**src/rtl/toggle_bank_sequencer.sv**
```systemverilog
`default_nettype none
// ============================================================================
// Module   : toggle_bank_sequencer
// Brief    : Sequences a bank of T-type bits: clear, or toggle a masked subset
//            once per clock for a commanded number of cycles.
// Revision : 1.0 - initial release
// ============================================================================
module toggle_bank_sequencer #(
    parameter int WIDTH = 4,
    parameter int CNT_W = 4
) (
    input  logic             clk,
    input  logic             rstn,
    input  logic             cmd_valid,
    output logic             cmd_ready,
    input  logic [WIDTH-1:0] cmd_mask,
    input  logic [CNT_W-1:0] cmd_count,
    input  logic             cmd_clear,
    input  logic             pause,
    input  logic             abort,
    output logic [WIDTH-1:0] q,
    output logic             busy,
    output logic             done,
    output logic [CNT_W-1:0] remaining
);

    typedef enum logic [1:0] {
        ST_IDLE = 2'd0,
        ST_RUN  = 2'd1,
        ST_DONE = 2'd2
    } state_t;

    localparam logic [CNT_W-1:0] c_cnt_zero = '0;
    localparam logic [CNT_W-1:0] c_cnt_one  = CNT_W'(1);

    state_t           r_state;
    state_t           w_next_state;
    logic [WIDTH-1:0] r_q;
    logic [WIDTH-1:0] w_q_next;
    logic [WIDTH-1:0] r_mask;
    logic [WIDTH-1:0] w_mask_next;
    logic [CNT_W-1:0] r_remaining;
    logic [CNT_W-1:0] w_remaining_next;

    always_ff @(posedge clk or negedge rstn) begin
        if (!rstn) begin
            r_state     <= ST_IDLE;
            r_q         <= '0;
            r_mask      <= '0;
            r_remaining <= '0;
        end else begin
            r_state     <= w_next_state;
            r_q         <= w_q_next;
            r_mask      <= w_mask_next;
            r_remaining <= w_remaining_next;
        end
    end

    always_comb begin
        w_next_state     = r_state;
        w_q_next         = r_q;
        w_mask_next      = r_mask;
        w_remaining_next = r_remaining;

        unique case (r_state)
            ST_IDLE: begin
                if (cmd_valid) begin
                    // Clear wins over toggling; mask and count are don't-care.
                    if (cmd_clear) begin
                        w_q_next     = '0;
                        w_next_state = ST_DONE;
                    end else if (cmd_count == c_cnt_zero) begin
                        w_next_state = ST_DONE;
                    end else begin
                        w_mask_next      = cmd_mask;
                        w_remaining_next = cmd_count;
                        w_next_state     = ST_RUN;
                    end
                end
            end

            ST_RUN: begin
                if (abort) begin
                    w_remaining_next = c_cnt_zero;
                    w_next_state     = ST_DONE;
                end else if (!pause) begin
                    w_q_next = r_q ^ r_mask;
                    // Saturate at zero so a stray extra cycle can never wrap.
                    if (r_remaining != c_cnt_zero) begin
                        w_remaining_next = r_remaining - c_cnt_one;
                    end
                    if (r_remaining <= c_cnt_one) begin
                        w_next_state = ST_DONE;
                    end
                end
            end

            ST_DONE: begin
                w_next_state = ST_IDLE;
            end

            default: begin
                w_next_state = ST_IDLE;
            end
        endcase
    end

    assign cmd_ready = (r_state == ST_IDLE);
    assign busy      = (r_state == ST_RUN);
    assign done      = (r_state == ST_DONE);
    assign q         = r_q;
    assign remaining = r_remaining;

endmodule
`default_nettype wire
```
**config.mk**
```make
export PLATFORM = sky130hd
export DESIGN_NAME = toggle_bank_sequencer
export DESIGN_NICKNAME = d
export VERILOG_FILES = /design/src/rtl/toggle_bank_sequencer.sv
export SDC_FILE = /design/constraint.sdc
export NUM_CORES = 1
export LEC_CHECK = 0
export ABC_AREA = 0
export ABC_CLOCK_PERIOD_IN_PS = 4260
export CAP_MARGIN = 20
export CORE_AREA = 2 2 46 48
export CTS_BUF_LIST = sky130_fd_sc_hd__clkbuf_4 sky130_fd_sc_hd__clkbuf_8
export DETAILED_ROUTE_END_ITERATION = 8
export DIE_AREA = 0 0 48 50
export PLACE_DENSITY = 0.75
export SKIP_LAST_GASP = 1
export SYNTH_ARGS = -nofsm -noshare
export SYNTH_HDL_FRONTEND = slang
export SYNTH_SLANG_ARGS = --single-unit
```
**constraint.sdc**
```tcl
create_clock -name clk -period 4.26 [get_ports clk]
set_input_delay 1.065 -clock clk [delete_from_list [all_inputs] [get_ports clk]]
set_output_delay 1.065 -clock clk [all_outputs]
set_load 0.005 [all_outputs]
```
# Word level (Yosys, flattened, before mapping)
# Index checks and enable logic that the tools add are counted.
[word_totals]
in_bits = 14
reg_bits = 14
[classes]
n_reduce_logical = 8
n_eq_ne = 11
magnitude_cmp = 1
add_sub_neg = 1
bitwise_logic = 3
n_mux = 19
[op_table]
columns = ["cell", "count"]
rows = [
  ["4-bit 2-to-1 mux", 10],
  ["4-bit one-hot mux with 2 select lines", 2],
  ["2-bit 2-to-1 mux", 6],
  ["2-bit != test, second input constant", 5],
  ["3-bit by 2-bit != test with 1-bit output, second input constant", 2],
  ["6-bit AND reduction", 1],
  ["5-bit AND reduction", 1],
  ["4-bit by 1-bit less-or-equal comparator with 1-bit output, second input constant", 1],
  ["4-bit logical NOT", 1],
  ["2-bit one-hot mux with 2 select lines", 1],
  ["4-bit AND reduction", 1],
  ["4-bit nonzero test", 1],
  ["4-bit by 1-bit subtractor with 4-bit output, second input constant", 1],
  ["4-bit XOR", 1],
  ["3-bit != test, second input constant", 1],
  ["3-bit AND reduction", 1],
  ["2-bit by 1-bit == test with 1-bit output, second input constant", 1],
  ["2-bit == test, second input constant", 1],
  ["2-bit logical NOT", 1],
  ["2-bit by 1-bit != test with 1-bit output, second input constant", 1],
  ["1-bit NOT", 2],
  ["2-bit nonzero test", 1],
]

# Depth between registers and ports, before layout
# Gate-level depths: netlist of run 1.
[depth]
word_depth = 5
ltp_mapped = 6
mapped_depth_nobuf = 6

# Worst setup path after synthesis of run 1
# OpenSTA, ideal clock, no wires.
[synth_path]
path_type = "input to register"
from = "input cmd_count[1]"
to = "register r_remaining[0] (netlist: remaining[0])"
required_ns = 4.181
setup_slack_ns = 2.250
cell_stages = 4
setup_time_ns = 0.079
t_arrival_ns = 1.931
cell_sequence = "nor4_2 > o21ai_0 > nand3b_1 > mux2i_1"
[synth_via]
elab_chain_cells = 3
[synth_lines]
columns = ["element", "line", "rtl"]
rows = [
  ["start, declared", "17", "input logic [CNT_W-1:0] cmd_count,"],
  ["4-bit logical NOT", "72", "end else if (cmd_count == c_cnt_zero) begin"],
  ["2-bit != test (no source line)", "--", ""],
  ["6-bit AND reduction (no source line)", "--", ""],
  ["end signal, assigned", "55", "r_remaining <= w_remaining_next;"],
  ["end, declared", "42", "logic [CNT_W-1:0] r_remaining;"],
]
# No other way between the ends.
# A chain may end at the register's enable or synchronous reset.

# Worst setup path after layout of run 1
[layout_path]
from = "register r_state[0]"
to = "output busy"
[layout_via]
elab_chain_cells = 1
[layout_lines]
columns = ["element", "line", "rtl"]
rows = [
  ["start, declared", "36", "state_t r_state;"],
  ["start signal, assigned", "52", "r_state <= w_next_state;"],
  ["2-bit by 1-bit == test with 1-bit output", "109", "assign busy = (r_state == ST_RUN);"],
  ["end, declared", "22", "output logic busy,"],
]
# No other way between the ends.

==> results.cfg, run 1 <==
[power]
combPwrFrac_pct = 45.1
switching_share_pct = 34.32
clkPwrFrac_pct = 12.2
p_seq_share_pct = 42.6
p_int_mw = 0.3821
pwr_density_cell_mw_per_mm2 = 528.4
p_sw_mw = 0.1997
vdd_drop_max_v = 0.0003042
leakage_nw = 0.4626
finalPower_mw = 0.5818

[sta]
fin_crit_sh_pct = 68.39
fin_skew_ns = 0.006697
worst_slew_pin_slew_ns = 0.6123
max_freq_ghz = 0.3433
min_period_ns = 2.913
finalSetupViolCount = 0
rsz0062_at_grt = no
slew_headroom_pct = 59.05
hold_violations = 0
finalSetupTns_ns = 0
report.final.slew_viol_count = 0

[finish]
drive_gt1_share_pct = 10.28
antenna_cells = 0
syn2layout_area_growth_pct = 34.97
fillers = 155
stdcell_count = 134
final_nets = 125

[clocking]
clockRootBuffer = clkbuf_4
post_cts_buffers = 0
ctsHtreeMaxLevel = 1
cts_hold_buffers = 0
cts_sinks = 14
cts_tree = done
cts_buffer_depth = 2
clock_latency_ns = 0.28
cts_made_buffers = 3
cts_resized = 0
clk_pin_slew_worst_paths_ns = 0.07

[global_routing]
grt_pass1_vias = 637
grtUsageTotal_pct = 16.13
antenna_found_initial = 0
grt_pass1_wl_mm = 2.753
grt_max_degree = 18
grt_overflow = 0

[synth]
ys_ff_latch = 14
synth.area.mux_share_pct = 7.975
synth_cells = 82
syn-num-nets = 98
synth_top_family_by_area = simple AND/OR/NAND/NOR gates
yosysTopAreaCell = dfrtp_1
synthFlopType = dfrtp_1
ys_seq_area_share_pct = 42.94
syn_area_um2 = 815.8
synth_xor_xnor_area_share_pct = 0
yosysWarnings = 0
yosys.cell_types.count = 32
synthSimpleGateAreaFrac_pct = 28.99
synth_adder_area_share_pct = 3.067
async_flop_share_pct = 100.0
synth_compound_area_share_pct = 13.80
synth.area.top_cells = dfrtp_1 (43%), mux2_2 (5.5%), nand3b_1 (4.6%)
synth_top_area_share_pct = 42.94
syn_avg_cell_area_um2 = 9.949
synth_edf_count = 0

[critical_path]
reg2regPathDepth = 4
slowest_stage = dfrtp_1
cp.required_ns = 3.19
r2r-end = r_mask[2]$_DFFE_PN0P_
cp_max_fo = 17
endpoint_kind = primary output
crit_type = reg -> out
ff2ff_setup_slack_ns = 2.53
crit_path_max_incr_delay_ns = 0.63
critPathLaunchType = register
crit_chain = inv_1 > nor2_1 > clkdlybuf4s50_1
r2r-start = r_state[0]$_DFFE_PN0P_
worstSetupStartpoint = r_state[0]$_DFFE_PN0P_
arrival_ns = 1.85

[worst_hold_path]
holdCritPathClass = reg -> reg
min_from = q[0]$_DFFE_PN0P_
hold_depth = 1
hold_end = q[0]$_DFFE_PN0P_

[floorplanning]
die_width_um = 48
core_mm2 = 0.001902
ios = 25
dieArea_mm2 = 0.002400
start_util_pct = 42.89
die_h_um = 50
rows = 16

[route]
ant_nets = 0
drcViolationCount = 0
drt_iter0_markers = 5
drtPass1Iterations = 4
avgRoutedWirePerCell_um = 13.08
num_vias = 687
drt_wl_total_mm = 1.753
vias_per_cell = 5.127

[placed_design]
dp_cells = 131
hpwl_mm = 1.382
gp_congestion = 0.7659
portBuffers = 24

[run_status]
status = finished clean

[flow_run]
cap_violations = 0
==> Yosys cell counts (2+ instances only) <==
library cell / instances
a221o_1: 2
a21o_1: 2
nor2_1: 7
nand2_1: 6
inv_1: 4
mux2_2: 4
o21ai_0: 3
a21oi_1: 3
ha_1: 2
o211ai_1: 2
nand4b_1: 3
or3b_1: 2
nand3_1: 5
nand3b_1: 5
mux2i_1: 2
dfrtp_1: 14
==> cell type report <==
type	count	area, um2	share of cell area (%)
Multi-Input combinational cell	62	439.2	39.89
Sequential cell	14	350.3	31.82
Timing Repair Buffer	24	240.2	21.82
Tap cell	27	33.78	3.068
Clock buffer	3	22.52	2.045
Inverter	4	15.01	1.364
==> routing by layer <==
| metal | GRT usage, % | wire (um) |
|---|---|---|
| met5 | 0 | 0 |
| met4 | 5.405 | 8 |
| met3 | 5.495 | 62 |
| met2 | 23.78 | 832 |
| met1 | 21.59 | 850 |
==> kinds of logic (layout without fill, tap and decap cells) <==
kind of cell    after synthesis  in the layout
flops                        14             14
simple gates                 38             38
mux                           6              6
compound gates               16             16
buf+inv                       6             31
fa+ha+maj                     2              2
==> worst max path at each step <==
stage                                     endpoint  slack [ns]  depth (start not counted)
after floorplan           remaining[0]$_DFFE_PN0P_        2.25                          4
after global placement    remaining[1]$_DFFE_PN0P_        1.60                          5
after detailed placement  remaining[1]$_DFFE_PN0P_        1.58                          5
after CTS                                     busy        1.36                          3
after global routing                          busy        1.23                          3
final                                         busy        1.35                          3
==> stage by stage <==
stage               setup WS [ns]  hold WS (ns)  utilization (%)  area, um2
finish                      1.347        0.4805            57.89       1101
CTS                         1.365        0.4809            57.89       1101
detailed placement          1.579        0.4686            56.71       1079
floorplan                   2.250        0.4684                -      815.8
global placement            1.597        0.4866            56.71       1079
global route                1.229        0.5187            57.89       1101
==> registers in the layout, indices dropped and copies added, names as in the netlist <==
register / cells
q: 4
r_mask: 4
remaining: 4
r_state: 2
==> critical path: cells and delay by family, from the launching register on <==
kind / cells / cell delay [ns]
AND/OR/NAND/NOR: 1 / 0.19
buffers and inverters: 2 / 0.75
flip-flops: 1 / 0.63
==> power groups by stage <==
stage	combinational, mW	clock, mW	sequential (mW)
after floorplan	0.149	0	0.234
after global placement	0.259	0	0.248
after detailed placement	0.264	0	0.251
after CTS	0.265	0.0744	0.248
after global routing	0.289	0.0830	0.258
final	0.262	0.0712	0.248
==> cells in the final DEF, fill, tap and decap left out <==
cell             count
nand4b_1             3
nor3_1               1
o21ai_0              3
dfrtp_1             14
nor2_1               7
inv_1                4
nor3b_1              1
or3_1                1
nand2b_1             1
nor2b_1              1
nor4_2               1
clkdlybuf4s50_1     24
a2bb2oi_1            1
o211ai_1             2
a21o_1               2
nand3_1              5
mux2i_1              2
o21ba_2              1
ha_1                 2
nand2_1              6
clkbuf_4             3
nor3b_2              1
a221o_1              2
nor3_2               1
and3b_1              1
nand3b_1             5
mux2_2               4
a31oi_1              1
a21oi_1              3
nor4_1               1
o31ai_1              1
or3b_1               2
Power figures use the tool's default switching activity.
==> run 2, diff against run 1 <==
--- a/config.mk
+++ b/config.mk
@@ -6,7 +6,7 @@
 export NUM_CORES = 1
 export LEC_CHECK = 0
 export ABC_AREA = 0
-export ABC_CLOCK_PERIOD_IN_PS = 4260
+export ABC_CLOCK_PERIOD_IN_PS = 2700
 export CAP_MARGIN = 20
 export CORE_AREA = 2 2 46 48
 export CTS_BUF_LIST = sky130_fd_sc_hd__clkbuf_4 sky130_fd_sc_hd__clkbuf_8
==> constraint.sdc (replaced) <==
create_clock -name clk -period 2.7 [get_ports clk]
set_input_delay 0.675 -clock clk [delete_from_list [all_inputs] [get_ports clk]]
set_output_delay 0.675 -clock clk [all_outputs]
set_load 0.005 [all_outputs]
==> results.cfg, run 2 (synthesized netlist as in run 1, its figures left out) <==
[run_status]
status = finished clean

[floorplanning]
ios = 25
rows = 16
core_mm2 = 0.001902
dieArea_mm2 = 0.002400
die_width_um = 48
die_h_um = 50
start_util_pct = 42.89

[route]
avgRoutedWirePerCell_um = 13.17
vias_per_cell = 5.207
drtPass1Iterations = 4
num_vias = 703
drcViolationCount = 0
drt_iter0_markers = 10
ant_nets = 0
drt_wl_total_mm = 1.778

[critical_path]
r2r-start = remaining[0]$_DFFE_PN0P_
endpoint_kind = primary output
arrival_ns = 1.48
cp_max_fo = 16
critPathLaunchType = register
cp.required_ns = 2.03
reg2regPathDepth = 6
worstSetupStartpoint = r_state[0]$_DFFE_PN0P_
crit_type = reg -> out

[worst_hold_path]
hold_depth = 1
holdCritPathClass = reg -> reg
min_from = q[0]$_DFFE_PN0P_

[sta]
finalSetupTns_ns = 0
fin_crit_sh_pct = 79.69
finalSetupViolCount = 0
rsz0062_at_grt = no
report.final.slew_viol_count = 0
max_freq_ghz = 0.4648
worst_slew_pin_slew_ns = 0.6125
hold_violations = 0
slew_headroom_pct = 59.04
fin_skew_ns = 0.008244
min_period_ns = 2.152

[power]
pwr_density_cell_mw_per_mm2 = 832.3
combPwrFrac_pct = 47.0
vdd_drop_max_v = 0.0004234
p_sw_mw = 0.3152
leakage_nw = 0.4678
switching_share_pct = 34.16
clkPwrFrac_pct = 12.0
p_seq_share_pct = 41.0
p_int_mw = 0.6075

[placed_design]
portBuffers = 24
gp_congestion = 0.7631
dp_cells = 132

[clocking]
cts_tree = done
clockRootBuffer = clkbuf_4
cts_sinks = 14
cts_resized = 0
post_cts_buffers = 0
cts_buffer_depth = 2
clock_latency_ns = 0.27
cts_made_buffers = 3
clk_pin_slew_worst_paths_ns = 0.07
cts_hold_buffers = 0
ctsHtreeMaxLevel = 1

[global_routing]
grt_overflow = 0
grt_max_degree = 17
grt_pass1_vias = 673
grt_pass1_wl_mm = 2.946
grtUsageTotal_pct = 17.24
antenna_found_initial = 0

[flow_run]
cap_violations = 0

[finish]
final_nets = 126
syn2layout_area_growth_pct = 35.89
final_util_pct = 58.29
drive_gt1_share_pct = 11.11
layout_common_cells = clkdlybuf4s50_1 (24), dfrtp_1 (14), nor2_1 (7)
fillers = 178
antenna_cells = 0
final_common_cell = clkdlybuf4s50_1
stdcell_count = 135
## run 2: worst max-delay path, cell delays in order, from the launching register on
cell	delay, ns
dfrtp_1	0.37
buf_4	0.19
nor2_1	0.13
clkdlybuf4s50_1	0.51
## run 2: layout make-up
| cell class | instances | area, um2 | share of cell area (%) |
|---|---|---|---|
| well taps | 27 | 33.78 | 3.047 |
| clock buffers | 3 | 22.52 | 2.032 |
| flip-flops and latches | 14 | 350.3 | 31.60 |
| multi-input cells | 62 | 439.2 | 39.62 |
| inverters | 4 | 15.01 | 1.354 |
| repair buffers | 25 | 247.7 | 22.35 |
## run 2: final timing paths
path                       slack [ns]                  endpoint
setup / recovery                 0.55                 cmd_ready
hold reg to reg                  0.49          q[0]$_DFFE_PN0P_
max in group asynchronous        1.52  remaining[0]$_DFFE_PN0P_
setup reg to reg                 1.01  remaining[2]$_DFFE_PN0P_
min in group asynchronous        0.78  remaining[2]$_DFFE_PN0P_
hold / removal                   0.49          q[0]$_DFFE_PN0P_
## run 2: power groups by stage
| stage | registers, mW | clock network, mW | logic (mW) |
|---|---|---|---|
| 2_1_floorplan | 0.369 | 0 | 0.235 |
| 3_3_place_gp | 0.380 | 0 | 0.426 |
| 3_5_place_dp | 0.384 | 0 | 0.438 |
| 4_1_cts | 0.379 | 0.116 | 0.439 |
| 5_1_grt | 0.394 | 0.127 | 0.479 |
| 6_report | 0.379 | 0.111 | 0.434 |
## run 2: metrics by stage
stage          setup WS (ns)  hold slack, ns  power [mW]  area, um2
3_3_place_gp          0.4259          0.4872      0.8053       1086
2_1_floorplan          1.080          0.3794      0.6048      815.8
5_1_grt               0.4450          0.5389       1.001       1109
6_report              0.5485          0.4934      0.9227       1109
4_1_cts               0.5326          0.4923      0.9344       1109
3_5_place_dp          0.4393          0.4812      0.8216       1086
## run 2: metal layers
| layer | routed length, um | vias to the layer above | share of wire (%) | track usage, % |
|---|---|---|---|---|
| met5 | 0 | - | 0 | 0 |
| met4 | 27 | 0 | 1.5 | 6.757 |
| met3 | 72 | 2 | 4.0 | 4.396 |
| met1 | 821 | 332 | 46 | 23.81 |
| li1 | - | 354 | - | - |
| met2 | 856 | 15 | 48 | 25.11 |
==> run 3, diff against run 2 <==
--- a/config.mk
+++ b/config.mk
@@ -6,7 +6,7 @@
 export NUM_CORES = 1
 export LEC_CHECK = 0
 export ABC_AREA = 0
-export ABC_CLOCK_PERIOD_IN_PS = 2700
+export ABC_CLOCK_PERIOD_IN_PS = 2100
 export CAP_MARGIN = 20
 export CORE_AREA = 2 2 46 48
 export CTS_BUF_LIST = sky130_fd_sc_hd__clkbuf_4 sky130_fd_sc_hd__clkbuf_8
==> constraint.sdc (replaced) <==
create_clock -name clk -period 2.1 [get_ports clk]
set_input_delay 0.525 -clock clk [delete_from_list [all_inputs] [get_ports clk]]
set_output_delay 0.525 -clock clk [all_outputs]
set_load 0.005 [all_outputs]
==> results.cfg, run 3 (synthesized netlist as in run 1, its figures left out) <==
[finish]
final_nets = 129
fillers = 180
multi_input_area_um2 = 439.2
syn2layout_area_growth_pct = 40.49
design_area_mm2 = 0.001146
layout_common_cells = clkdlybuf4s50_1 (24), dfrtp_1 (13), nor2_1 (7)
drive_gt1_share_pct = 15.18
final_common_cell = clkdlybuf4s50_1
antenna_cells = 0
regArea_um2 = 351.6
stdcell_count = 139

[route]
drt_iter0_markers = 18
drt_wl_total_mm = 1.975
num_vias = 767
drtPass1Iterations = 4
avgRoutedWirePerCell_um = 14.21
drcViolationCount = 0
vias_per_cell = 5.518
ant_nets = 0

[sta]
fin_skew_ns = 0.01056
hold_violations = 0
worst_slew_pin_slew_ns = 0.4782
slew_headroom_pct = 67.95
fin_crit_sh_pct = 95.31
finalSetupViolCount = 0
report.final.slew_viol_count = 0
max_freq_ghz = 0.4996
holdWs_ns = 0.5239
min_period_ns = 2.001
finalSetupTns_ns = 0
rsz0062_at_grt = no

[floorplanning]
rows = 16
start_util_pct = 42.89
core_mm2 = 0.001902
ios = 25
dieArea_mm2 = 0.002400
die_width_um = 48
die_h_um = 50

[critical_path]
cp.required_ns = 1.57
cp_max_fo = 10
critPathLaunchType = register
crit_type = reg -> out
arrival_ns = 1.48
endpoint_kind = primary output
r2r-start = remaining[0]$_DFFE_PN0P_
worstSetupStartpoint = r_state[1]$_DFFE_PN0P_
reg2regPathDepth = 6

[power]
p_int_mw = 0.8281
finalPower_mw = 1.266
pwr_density_cell_mw_per_mm2 = 1104
p_sw_mw = 0.4376
combPwrFrac_pct = 44.5
clkPwrFrac_pct = 15.5
switching_share_pct = 34.58
leakage_nw = 0.4876
vdd_drop_max_v = 0.0005384
p_seq_share_pct = 40.0

[clocking]
clock_latency_ns = 0.29
ctsHtreeMaxLevel = 1
cts_made_buffers = 3
clockRootBuffer = clkbuf_4
cts_sinks = 14
clk_pin_slew_worst_paths_ns = 0.09
cts_tree = done
cts_buffer_depth = 2
post_cts_buffers = 0

[worst_hold_path]
hold_depth = 1
holdCritPathClass = reg -> reg
min_from = q[0]$_DFFE_PN0P_

[flow_run]
cap_violations = 0

[global_routing]
grt_pass1_wl_mm = 3.346
grt_overflow = 0
grt_max_degree = 15
grt_pass1_vias = 731
antenna_found_initial = 0
grtUsageTotal_pct = 19.94

[run_status]
status = finished clean

[placed_design]
placed_area_mm2 = 0.001109
gp_congestion = 0.7401
portBuffers = 24
dp_cells = 135
hpwl_mm = 1.592
[run 3: area by class of cell]
type                            instances  share of cell area [%]
Clock buffer                            4                   3.166
Sequential cell                        14                   30.68
Multi-Input combinational cell         62                   38.32
Tap cell                               27                   2.948
Timing Repair Buffer                   28                   23.58
Inverter                                4                   1.310
[run 3: per-stage QoR]
stage          worst slack [ns]  utilization (%)
5_1_grt                 0.01917            60.26
3_3_place_gp           0.005474            58.29
6_report                0.09850            60.26
2_1_floorplan            0.5667                -
4_1_cts                 0.08721            60.20
3_5_place_dp           0.008921            58.29
[run 3: worst max-delay path, stage by stage, from the launching register on]
cell	delay, ns
dfrtp_1	0.49
nor2b_1	0.19
clkdlybuf4s50_1	0.52
[run 3: worst paths after layout]
check | endpoint | slack, ns
worst max-delay path | done | 0.1
worst min-delay path | q[0]$_DFFE_PN0P_ | 0.52
worst max register to register | remaining[2]$_DFFE_PN0P_ | 0.38
worst min register to register | q[0]$_DFFE_PN0P_ | 0.52
max in group asynchronous | r_state[0]$_DFFE_PN0P_ | 1.37
min in group asynchronous | remaining[3]$_DFFE_PN0P_ | 0.53
[run 3: power groups by stage]
| stage | Combinational [mW] | Clock (mW) | Sequential, mW |
|---|---|---|---|
| 2_1_floorplan | 0.303 | 0 | 0.475 |
| 3_3_place_gp | 0.550 | 0 | 0.499 |
| 3_5_place_dp | 0.564 | 0 | 0.507 |
| 4_1_cts | 0.567 | 0.201 | 0.501 |
| 5_1_grt | 0.623 | 0.211 | 0.523 |
| 6_report | 0.564 | 0.196 | 0.506 |
[run 3: what timing repair did]
action,in CTS,in global routing
hold buffers,0,0
resized for setup,0,1
setup endpoints to repair,0,1
[run 3: layer usage]
layer	GRT usage [%]	share of wire, %
met5	0	0
met4	8.108	1.4
met3	4.396	5.2
met2	31.11	50
met1	25.74	43
